`src/rtl/counter_access_ctrl.sv`:
```
// ============================================================================
// counter_access_ctrl
//
// Round-robin controller that shares one bus-attached counter between
// NUM_REQ requesters (e.g. a fetch unit and a branch unit sharing the PC).
// Each granted operation (READ, WRITE, INC, READ_INC) becomes exactly one
// counter access cycle (EXEC), followed by one response cycle (RESP) in
// which the owner receives a done pulse and any read data.
//
// Sequence per operation: IDLE -> EXEC -> RESP -> IDLE. Back-to-back
// operations therefore complete every 3 cycles.
//
// Parameters
//   NUM_REQ     number of requesters, legal 2..4
//   DATA_WIDTH  counter / bus width (defaults to `DATA_WIDTH, 8 if unset)
//
// Ports
//   clk         clock, all state on posedge
//   reset       asynchronous, active-low reset
//   req         request per requester, held until its done
//   op          op per requester, [2i+1:2i]: 00 READ, 01 WRITE, 10 INC, 11 READ_INC
//   wdata       write data per requester, slice i
//   gnt         one-hot owner, high during EXEC and RESP
//   done        one-cycle completion pulse to the owner (RESP)
//   rdata       read result, valid while done is high, held afterwards
//   ctr_cs      counter chip select (EXEC only)
//   ctr_we      counter write enable (WRITE)
//   ctr_oe      counter output enable (READ, READ_INC)
//   ctr_cnt_en  counter count enable (INC, READ_INC)
//   bus_in      shared data bus as seen by the controller
//   bus_out     value driven onto the bus during WRITE
//   bus_oe      tri-state enable for bus_out (EXEC of WRITE only)
//   op_count    completed-operation counter, wraps 16'hFFFF -> 0
//
// Configuration
//   CTR_ACCESS_OPCNT_EN  defined: op_count counts completed operations.
//                        undefined: op_count tied to zero, no register.
// ============================================================================

`ifndef DATA_WIDTH
`define DATA_WIDTH 8
`endif

module counter_access_ctrl #(
    parameter int NUM_REQ    = 2,
    parameter int DATA_WIDTH = `DATA_WIDTH
) (
    input  logic                          clk,
    input  logic                          reset,
    input  logic [NUM_REQ-1:0]            req,
    input  logic [2*NUM_REQ-1:0]          op,
    input  logic [NUM_REQ*DATA_WIDTH-1:0] wdata,
    output logic [NUM_REQ-1:0]            gnt,
    output logic [NUM_REQ-1:0]            done,
    output logic [DATA_WIDTH-1:0]         rdata,
    output logic                          ctr_cs,
    output logic                          ctr_we,
    output logic                          ctr_oe,
    output logic                          ctr_cnt_en,
    input  logic [DATA_WIDTH-1:0]         bus_in,
    output logic [DATA_WIDTH-1:0]         bus_out,
    output logic                          bus_oe,
    output logic [15:0]                   op_count
);

    localparam int          IDX_W = (NUM_REQ > 2) ? 2 : 1;
    localparam int unsigned N_U   = NUM_REQ;
    localparam logic [IDX_W-1:0] LAST_IDX = IDX_W'(NUM_REQ - 1);

    typedef enum logic [1:0] {
        ST_IDLE,
        ST_EXEC,
        ST_RESP
    } state_t;

    typedef enum logic [1:0] {
        OP_READ     = 2'b00,
        OP_WRITE    = 2'b01,
        OP_INC      = 2'b10,
        OP_READ_INC = 2'b11
    } op_t;

    state_t                  state;
    state_t                  state_next;

    logic [IDX_W-1:0]        owner;
    logic [IDX_W-1:0]        rr_ptr;
    op_t                     op_q;
    logic [DATA_WIDTH-1:0]   wdata_q;

    logic [1:0]              op_arr    [NUM_REQ];
    logic [DATA_WIDTH-1:0]   wdata_arr [NUM_REQ];

    logic                    pick_valid;
    logic [IDX_W-1:0]        pick_idx;
    int unsigned             cand;

    logic                    is_read_op;

    // ------------------------------------------------------------------
    // Per-requester views of the packed op / wdata buses
    // ------------------------------------------------------------------
    always_comb begin
        for (int unsigned i = 0; i < N_U; i++) begin
            op_arr[i]    = op[2*i +: 2];
            wdata_arr[i] = wdata[i*DATA_WIDTH +: DATA_WIDTH];
        end
    end

    // ------------------------------------------------------------------
    // Round-robin pick: first requester at or after rr_ptr, cyclically.
    // ------------------------------------------------------------------
    always_comb begin
        pick_valid = 1'b0;
        pick_idx   = '0;
        cand       = 0;
        for (int unsigned k = 0; k < N_U; k++) begin
            cand = 32'(rr_ptr) + k;
            if (cand >= N_U) begin
                cand = cand - N_U;
            end
            if (!pick_valid && req[cand[IDX_W-1:0]]) begin
                pick_valid = 1'b1;
                pick_idx   = cand[IDX_W-1:0];
            end
        end
    end

    assign is_read_op = (op_q == OP_READ) || (op_q == OP_READ_INC);

    // ------------------------------------------------------------------
    // State register and latched transaction
    // ------------------------------------------------------------------
    always_ff @(posedge clk or negedge reset) begin
        if (!reset) begin
            state   <= ST_IDLE;
            owner   <= '0;
            rr_ptr  <= '0;
            op_q    <= OP_READ;
            wdata_q <= '0;
            rdata   <= '0;
        end else begin
            state <= state_next;

            // op and wdata are captured only at grant; later changes are ignored
            if (state == ST_IDLE && pick_valid) begin
                owner   <= pick_idx;
                op_q    <= op_t'(op_arr[pick_idx]);
                wdata_q <= wdata_arr[pick_idx];
            end

            // Counter drives the bus during EXEC of reads; for READ_INC this
            // is the pre-increment value since the count takes effect at
            // this same edge inside the counter.
            if (state == ST_EXEC && is_read_op) begin
                rdata <= bus_in;
            end

            if (state == ST_RESP) begin
                rr_ptr <= (owner == LAST_IDX) ? '0 : owner + 1'b1;
            end
        end
    end

    // ------------------------------------------------------------------
    // Completed-operation counter
    // ------------------------------------------------------------------
`ifdef CTR_ACCESS_OPCNT_EN
    logic [15:0] op_count_q;

    always_ff @(posedge clk or negedge reset) begin
        if (!reset) begin
            op_count_q <= '0;
        end else if (state == ST_RESP) begin
            op_count_q <= op_count_q + 16'd1;
        end
    end

    assign op_count = op_count_q;
`else
    assign op_count = '0;
`endif

    // ------------------------------------------------------------------
    // Next state and outputs (Moore, decoded from state and latched op)
    // ------------------------------------------------------------------
    always_comb begin
        state_next = state;
        gnt        = '0;
        done       = '0;
        ctr_cs     = 1'b0;
        ctr_we     = 1'b0;
        ctr_oe     = 1'b0;
        ctr_cnt_en = 1'b0;
        bus_out    = '0;
        bus_oe     = 1'b0;

        case (state)
            ST_IDLE: begin
                if (pick_valid) begin
                    state_next = ST_EXEC;
                end
            end

            ST_EXEC: begin
                gnt[owner] = 1'b1;
                ctr_cs     = 1'b1;
                case (op_q)
                    OP_READ: begin
                        ctr_oe = 1'b1;
                    end
                    OP_WRITE: begin
                        // Counter output stays disabled, so the controller
                        // is the only bus driver in this cycle.
                        ctr_we  = 1'b1;
                        bus_oe  = 1'b1;
                        bus_out = wdata_q;
                    end
                    OP_INC: begin
                        ctr_cnt_en = 1'b1;
                    end
                    OP_READ_INC: begin
                        ctr_oe     = 1'b1;
                        ctr_cnt_en = 1'b1;
                    end
                    default: begin
                        ctr_oe = 1'b0;
                    end
                endcase
                state_next = ST_RESP;
            end

            ST_RESP: begin
                gnt[owner]  = 1'b1;
                done[owner] = 1'b1;
                state_next  = ST_IDLE;
            end

            default: begin
                state_next = ST_IDLE;
            end
        endcase
    end

endmodule

```
`config.mk`:
```
export PLATFORM = sky130hd
export DESIGN_NAME = counter_access_ctrl
export DESIGN_NICKNAME = d
export VERILOG_FILES = /design/src/rtl/counter_access_ctrl.sv
export SDC_FILE = /design/constraint.sdc
export NUM_CORES = 1
export LEC_CHECK = 0
export ABC_CLOCK_PERIOD_IN_PS = 3420
export CAP_MARGIN = 15
export CORE_MARGIN = 2
export CORE_UTILIZATION = 42
export CTS_BUF_LIST = sky130_fd_sc_hd__clkbuf_4
export DETAILED_ROUTE_END_ITERATION = 10
export PLACE_DENSITY = 0.87
export SETUP_SLACK_MARGIN = 0.4
export SKIP_CTS_REPAIR_TIMING = 1
export SYNTH_ARGS = -nofsm -noshare
export SYNTH_HDL_FRONTEND = slang
export SYNTH_SLANG_ARGS = --single-unit
```
`constraint.sdc`:
```
create_clock -name clk -period 3.42 [get_ports clk]
set_input_delay 0.342 -clock clk [delete_from_list [all_inputs] [get_ports clk]]
set_output_delay 0.342 -clock clk [all_outputs]
set_load 0.05 [all_outputs]
```
# Yosys cells after proc, flatten, opt, wreduce, memory -nomap -nowiden
# Index checks and enable logic that the tools add are counted.
dict set report totals {
  reg_bits 22
  elab_cells 67
}
dict set report classes {
  mux 32
  addsub 4
  eq_ne 6
  n_reduce_logical 11
  n_lt_le_gt_ge 7
  n_bitwise 1
}
# operator n
set ops {}
lappend ops {{8-bit two-way mux} 5}
lappend ops {{1-bit two-way mux} 19}
lappend ops {{2-bit two-way mux} 6}
lappend ops {{2-bit equality test, second input constant} 3}
lappend ops {{1-bit by 2-bit less-than comparator with 1-bit output, second input constant} 3}
lappend ops {{2-bit OR reduction} 3}
lappend ops {{2-bit by 1-bit equality test with 1-bit output, second input constant} 2}
lappend ops {{2-bit >= comparator, second input constant} 2}
lappend ops {{1-bit logical AND} 4}
lappend ops {{2-bit logical NOT} 2}
lappend ops {{2-bit case mux with 2 select lines} 1}
lappend ops {{1-bit by 1-bit adder with 2-bit output, second input constant} 1}
lappend ops {{1-bit by 2-bit >= comparator with 1-bit output, second input constant} 1}
lappend ops {{2-bit != test, second input constant} 1}
lappend ops {{1-bit inverter with 2-bit output} 1}
lappend ops {{1-bit subtractor, second input constant} 2}
lappend ops {{1-bit adder, second input constant} 1}
lappend ops {{1-bit demux with 1-bit select} 1}
lappend ops {{1-bit >= comparator, second input constant} 1}
lappend ops {{1-bit logical NOT} 1}
lappend ops {{1-bit logical OR} 1}

# Depth between registers and ports, before layout
dict set report depth {
  ltp_word 12
  depth_mapped 6
  depth_no_buf 5
}

# Least setup slack after synthesis
# OpenSTA, ideal clock, no wires.
dict set report synth_path {
  kind {register to output}
  start {reg state[1]}
  end {out ctr_we}
  slack_ns 1.111
  path_stages_with_launch 6
  t_arrival_ns 1.967
  path_cell_list {dfrtp_1 inv_1 ha_1 clkbuf_1 and2_1 buf_4}
}
dict set report synth_between {
  elab_chain_cells 2
}
# item line_no
set synth_rtl {}
lappend synth_rtl {{start, declared} 83} ;# state_t state;
lappend synth_rtl {{start signal, assigned} 143} ;# state <= state_next;
lappend synth_rtl {{2-bit by 1-bit equality test with 1-bit output} -}
lappend synth_rtl {{1-bit two-way mux} -}
lappend synth_rtl {{end, declared} 57} ;# output logic ctr_we,
# Every way passes these cells.

# Final worst setup path
dict set report layout_path {
  start {reg state[1]}
  end {out ctr_oe}
}
dict set report layout_between {
  elab_chain_cells 2
}
# item line_no
set layout_rtl {}
lappend layout_rtl {{2-bit by 1-bit equality test with 1-bit output} 198} ;# case (state)
lappend layout_rtl {{1-bit two-way mux} 198}
lappend layout_rtl {{end, declared} 58} ;# output logic ctr_oe,
# Every way passes these cells.

==> reports/results.ini <==
[outcome]
status = complete, no violations

[yosys]
netlist_top_cells_area = dfrtp_1 43%, buf_4 12%, mux2_2 7.1%
yosysTopAreaCell = dfrtp_1
yosys_warnings = 0
avgSynthCellArea_um2 = 9.605
synth_cell_types = 25
synth_seq_cells = 22
synth_top_area_share_pct = 43.10
syn_inst = 133
ys_seq_area_share_pct = 43.10
syn_area_mm2 = 0.001277

[detailed_routing]
drt-pass1-iter-count = 4
vias_per_cell = 5.005
wl_per_cell_um = 13.65
ant_nets = 0
drt_iter0_markers = 34
drt_wl_total_mm = 2.989
route.detailed.drc = 0
vias = 1096

[grt]
grt_first_pass_wirelength_mm = 4.636
antenna_found_initial = 0
grt_pass1_vias = 971
grt_max_degree = 23
grt_usage_pct = 17.62
grt.overflow.total = 0

[timing]
timing.fmax_mhz = 373.0
hold_viol = 0
fin_tns_setup_ns = 0
fin_crit_sh_pct = 78.39
tightest_slew_ns = 0.5130
fin_skew_ns = 0.003098
rsz0062_at_grt = false
setup_violations = 0
min_period_ns = 2.681
slew_viol_final = 0
maxSlewHeadroom_pct = 65.70

[setup_path]
cpMaxStageDelayCell = clkdlybuf4s50_1
r2r_cells = 4
critPathRequiredTime_ns = 3.08
max_stage_delay_ns = 0.80
path_class = flip-flop to output pin
crit_fanout = 13
critPathMostFrequentCell = inv_1
crit_path_end_kind = output pin
path_cells = inv_1 > ha_1 > nand2_2 > inv_1 > clkdlybuf4s50_1
worstPathArrival_ns = 2.34
critPathLaunchType = flip-flop

[flow_run]
max_cap_violations = 0

[place]
dpl_cell_area_mm2 = 0.001765
routabilityCongestion = 0.7974
place_hpwl_mm = 2.259
port_buffers = 56

[power_and_ir_drop]
switching_share_pct = 51.17
intPower_mw = 0.8460
irDropWorstVdd_mv = 0.5845
power_density_mw_per_mm2 = 952.4
pwr-share-clk_pct = 7.2
switchingPower_mw = 0.8865
p_comb_share_pct = 65.7
p_leak_nw = 0.8126
pwr-share-seq_pct = 27.1

[floorplan]
coreArea_mm2 = 0.002978
dieArea_mm2 = 0.003499
fp-row-count = 20
die_w_um = 59.15
start_util_pct = 42.90
io_pins = 73
die_y_um = 59.15

[final_layout]
design_area_mm2 = 0.001819
nNetsFinal = 225
drive_gt1_share_pct = 8.065
fillers = 262
areaGrowthSynthToFinish_pct = 42.41
antennaDiodeCount = 0

[clock_network]
cts.clk_slew.worst_paths_ns = 0.12
numCtsBuffers = 3
cts_tree = built
cts_max_level = 1
clock-sinks = 22
clockBufferDepth = 2
cts_root_buf = clkbuf_4
clkLatencyLatePin_ns = 0.32

[hold_path]
hold_class = input port to asynchronous set/reset pin

[path summary, 6_finish.rpt]
check / from / endpoint / slack (ns)
min in group clk: rr_ptr$_DFFE_PN0N_ / rr_ptr$_DFFE_PN0N_ / 0.52
max in group asynchronous: reset / wdata_q[0]$_DFFE_PN0P_ / 2.82
setup reg to reg: state[1]$_DFFE_PN0P_ / rdata[2]$_DFFE_PN0P_ / 1.86
hold / removal: reset / rdata[2]$_DFFE_PN0P_ / 0.23
hold reg to reg: rr_ptr$_DFFE_PN0N_ / rr_ptr$_DFFE_PN0N_ / 0.52
setup / recovery: state[1]$_DFFE_PN0P_ / ctr_oe / 0.74
[final cells by class]
class	count	area, um^2	share of cell area, %
Clock buffer	3	22.52	1.238
Clock inverter	1	3.754	0.2063
Multi-Input combinational cell	96	586.8	32.26
Tap cell	33	41.29	2.270
Inverter	7	26.28	1.444
Sequential cell	22	550.5	30.26
Timing Repair Buffer	57	588.1	32.32
[sequential cells by signal, summed over array words and instances (netlist names)]
signal	flops
rr_ptr	1
wdata_q	8
op_q	2
owner	1
state	2
rdata	8
[synth_stat cells (all sizes together)]
cell and instances:
nor2 13, o21a 2, inv 7, o21ai 11
conb 1, a31oi 10, nor2b 2, dfrtp 22
and2b 1, and3 8, mux2 9, and2 3
nand2 2, nand2b 1, ha 6, nand3 11
clkbuf 1, a21boi 1, buf 22
[power by group through the flow]
stage	Sequential, mW	Combinational [mW]	Clock, mW
after global placement	0.465	1.11	0
after global routing	0.487	1.21	0.140
after detailed placement	0.477	1.14	0
after CTS	0.470	1.14	0.127
after floorplan	0.630	0.671	0
final	0.469	1.14	0.125
[per-stage QoR]
| step | setup WS, ns | cells | hold WS, ns | total power [mW] | utilization [%] |
|---|---|---|---|---|---|
| final | 0.7392 | 219 | 0.2315 | 1.733 | 61.09 |
| after global routing | 0.5988 | 219 | 0.2079 | 1.838 | 61.09 |
| after CTS | 0.7300 | 218 | 0.5294 | 1.738 | 60.17 |
| after detailed placement | 1.091 | 214 | 0.5004 | 1.612 | 59.29 |
| after global placement | 1.161 | 214 | 0.4807 | 1.577 | 59.29 |
| after floorplan | 1.111 | 148 | 0.04641 | 1.301 | - |
[placed cells by master, fill, tap and decap left out, drive strengths merged, types with 2 or more instances in the layout]
master / netlist / final
nor2: 13 / 13
conb: 1 / 16
nor2b: 2 / 2
nand2: 2 / 2
dfrtp: 22 / 22
nand3: 11 / 11
o21ai: 11 / 11
clkdlybuf4s50: 0 / 56
and3: 8 / 8
mux2: 9 / 9
and2: 3 / 3
ha: 6 / 6
inv: 7 / 7
clkbuf: 1 / 3
a31oi: 10 / 10
o21a: 2 / 2
[worst max-delay path, delay by kind of cell (launching register included)]
kind                     cells  cell delay, ns
adder cells (fa/ha/maj)      1            0.38
buffers and inverters        3            0.99
flip-flops                   1            0.42
AND/OR/NAND/NOR              1            0.22
[layer usage]
layer | global-route usage [%] | routed length (um) | vias to the layer above
met2 | 27.94 | 1491 | 58
li1 | - | - | 524
met1 | 23.61 | 1263 | 509
met4 | 5.844 | 38 | 0
met5 | 0 | 0 | -
met3 | 4.367 | 194 | 5
[kinds of logic after synthesis]
family | after synthesis | share of synthesized area [%]
other | 1 | 0.2935
buffers and inverters | 30 | 15.38
muxes | 9 | 7.934
and+or+nand+nor | 41 | 16.36
adders and majority gates | 6 | 5.876
AOI/OAI and AO/OA | 24 | 11.07
DFF | 22 | 43.10
Power figures use the tool's default switching activity.
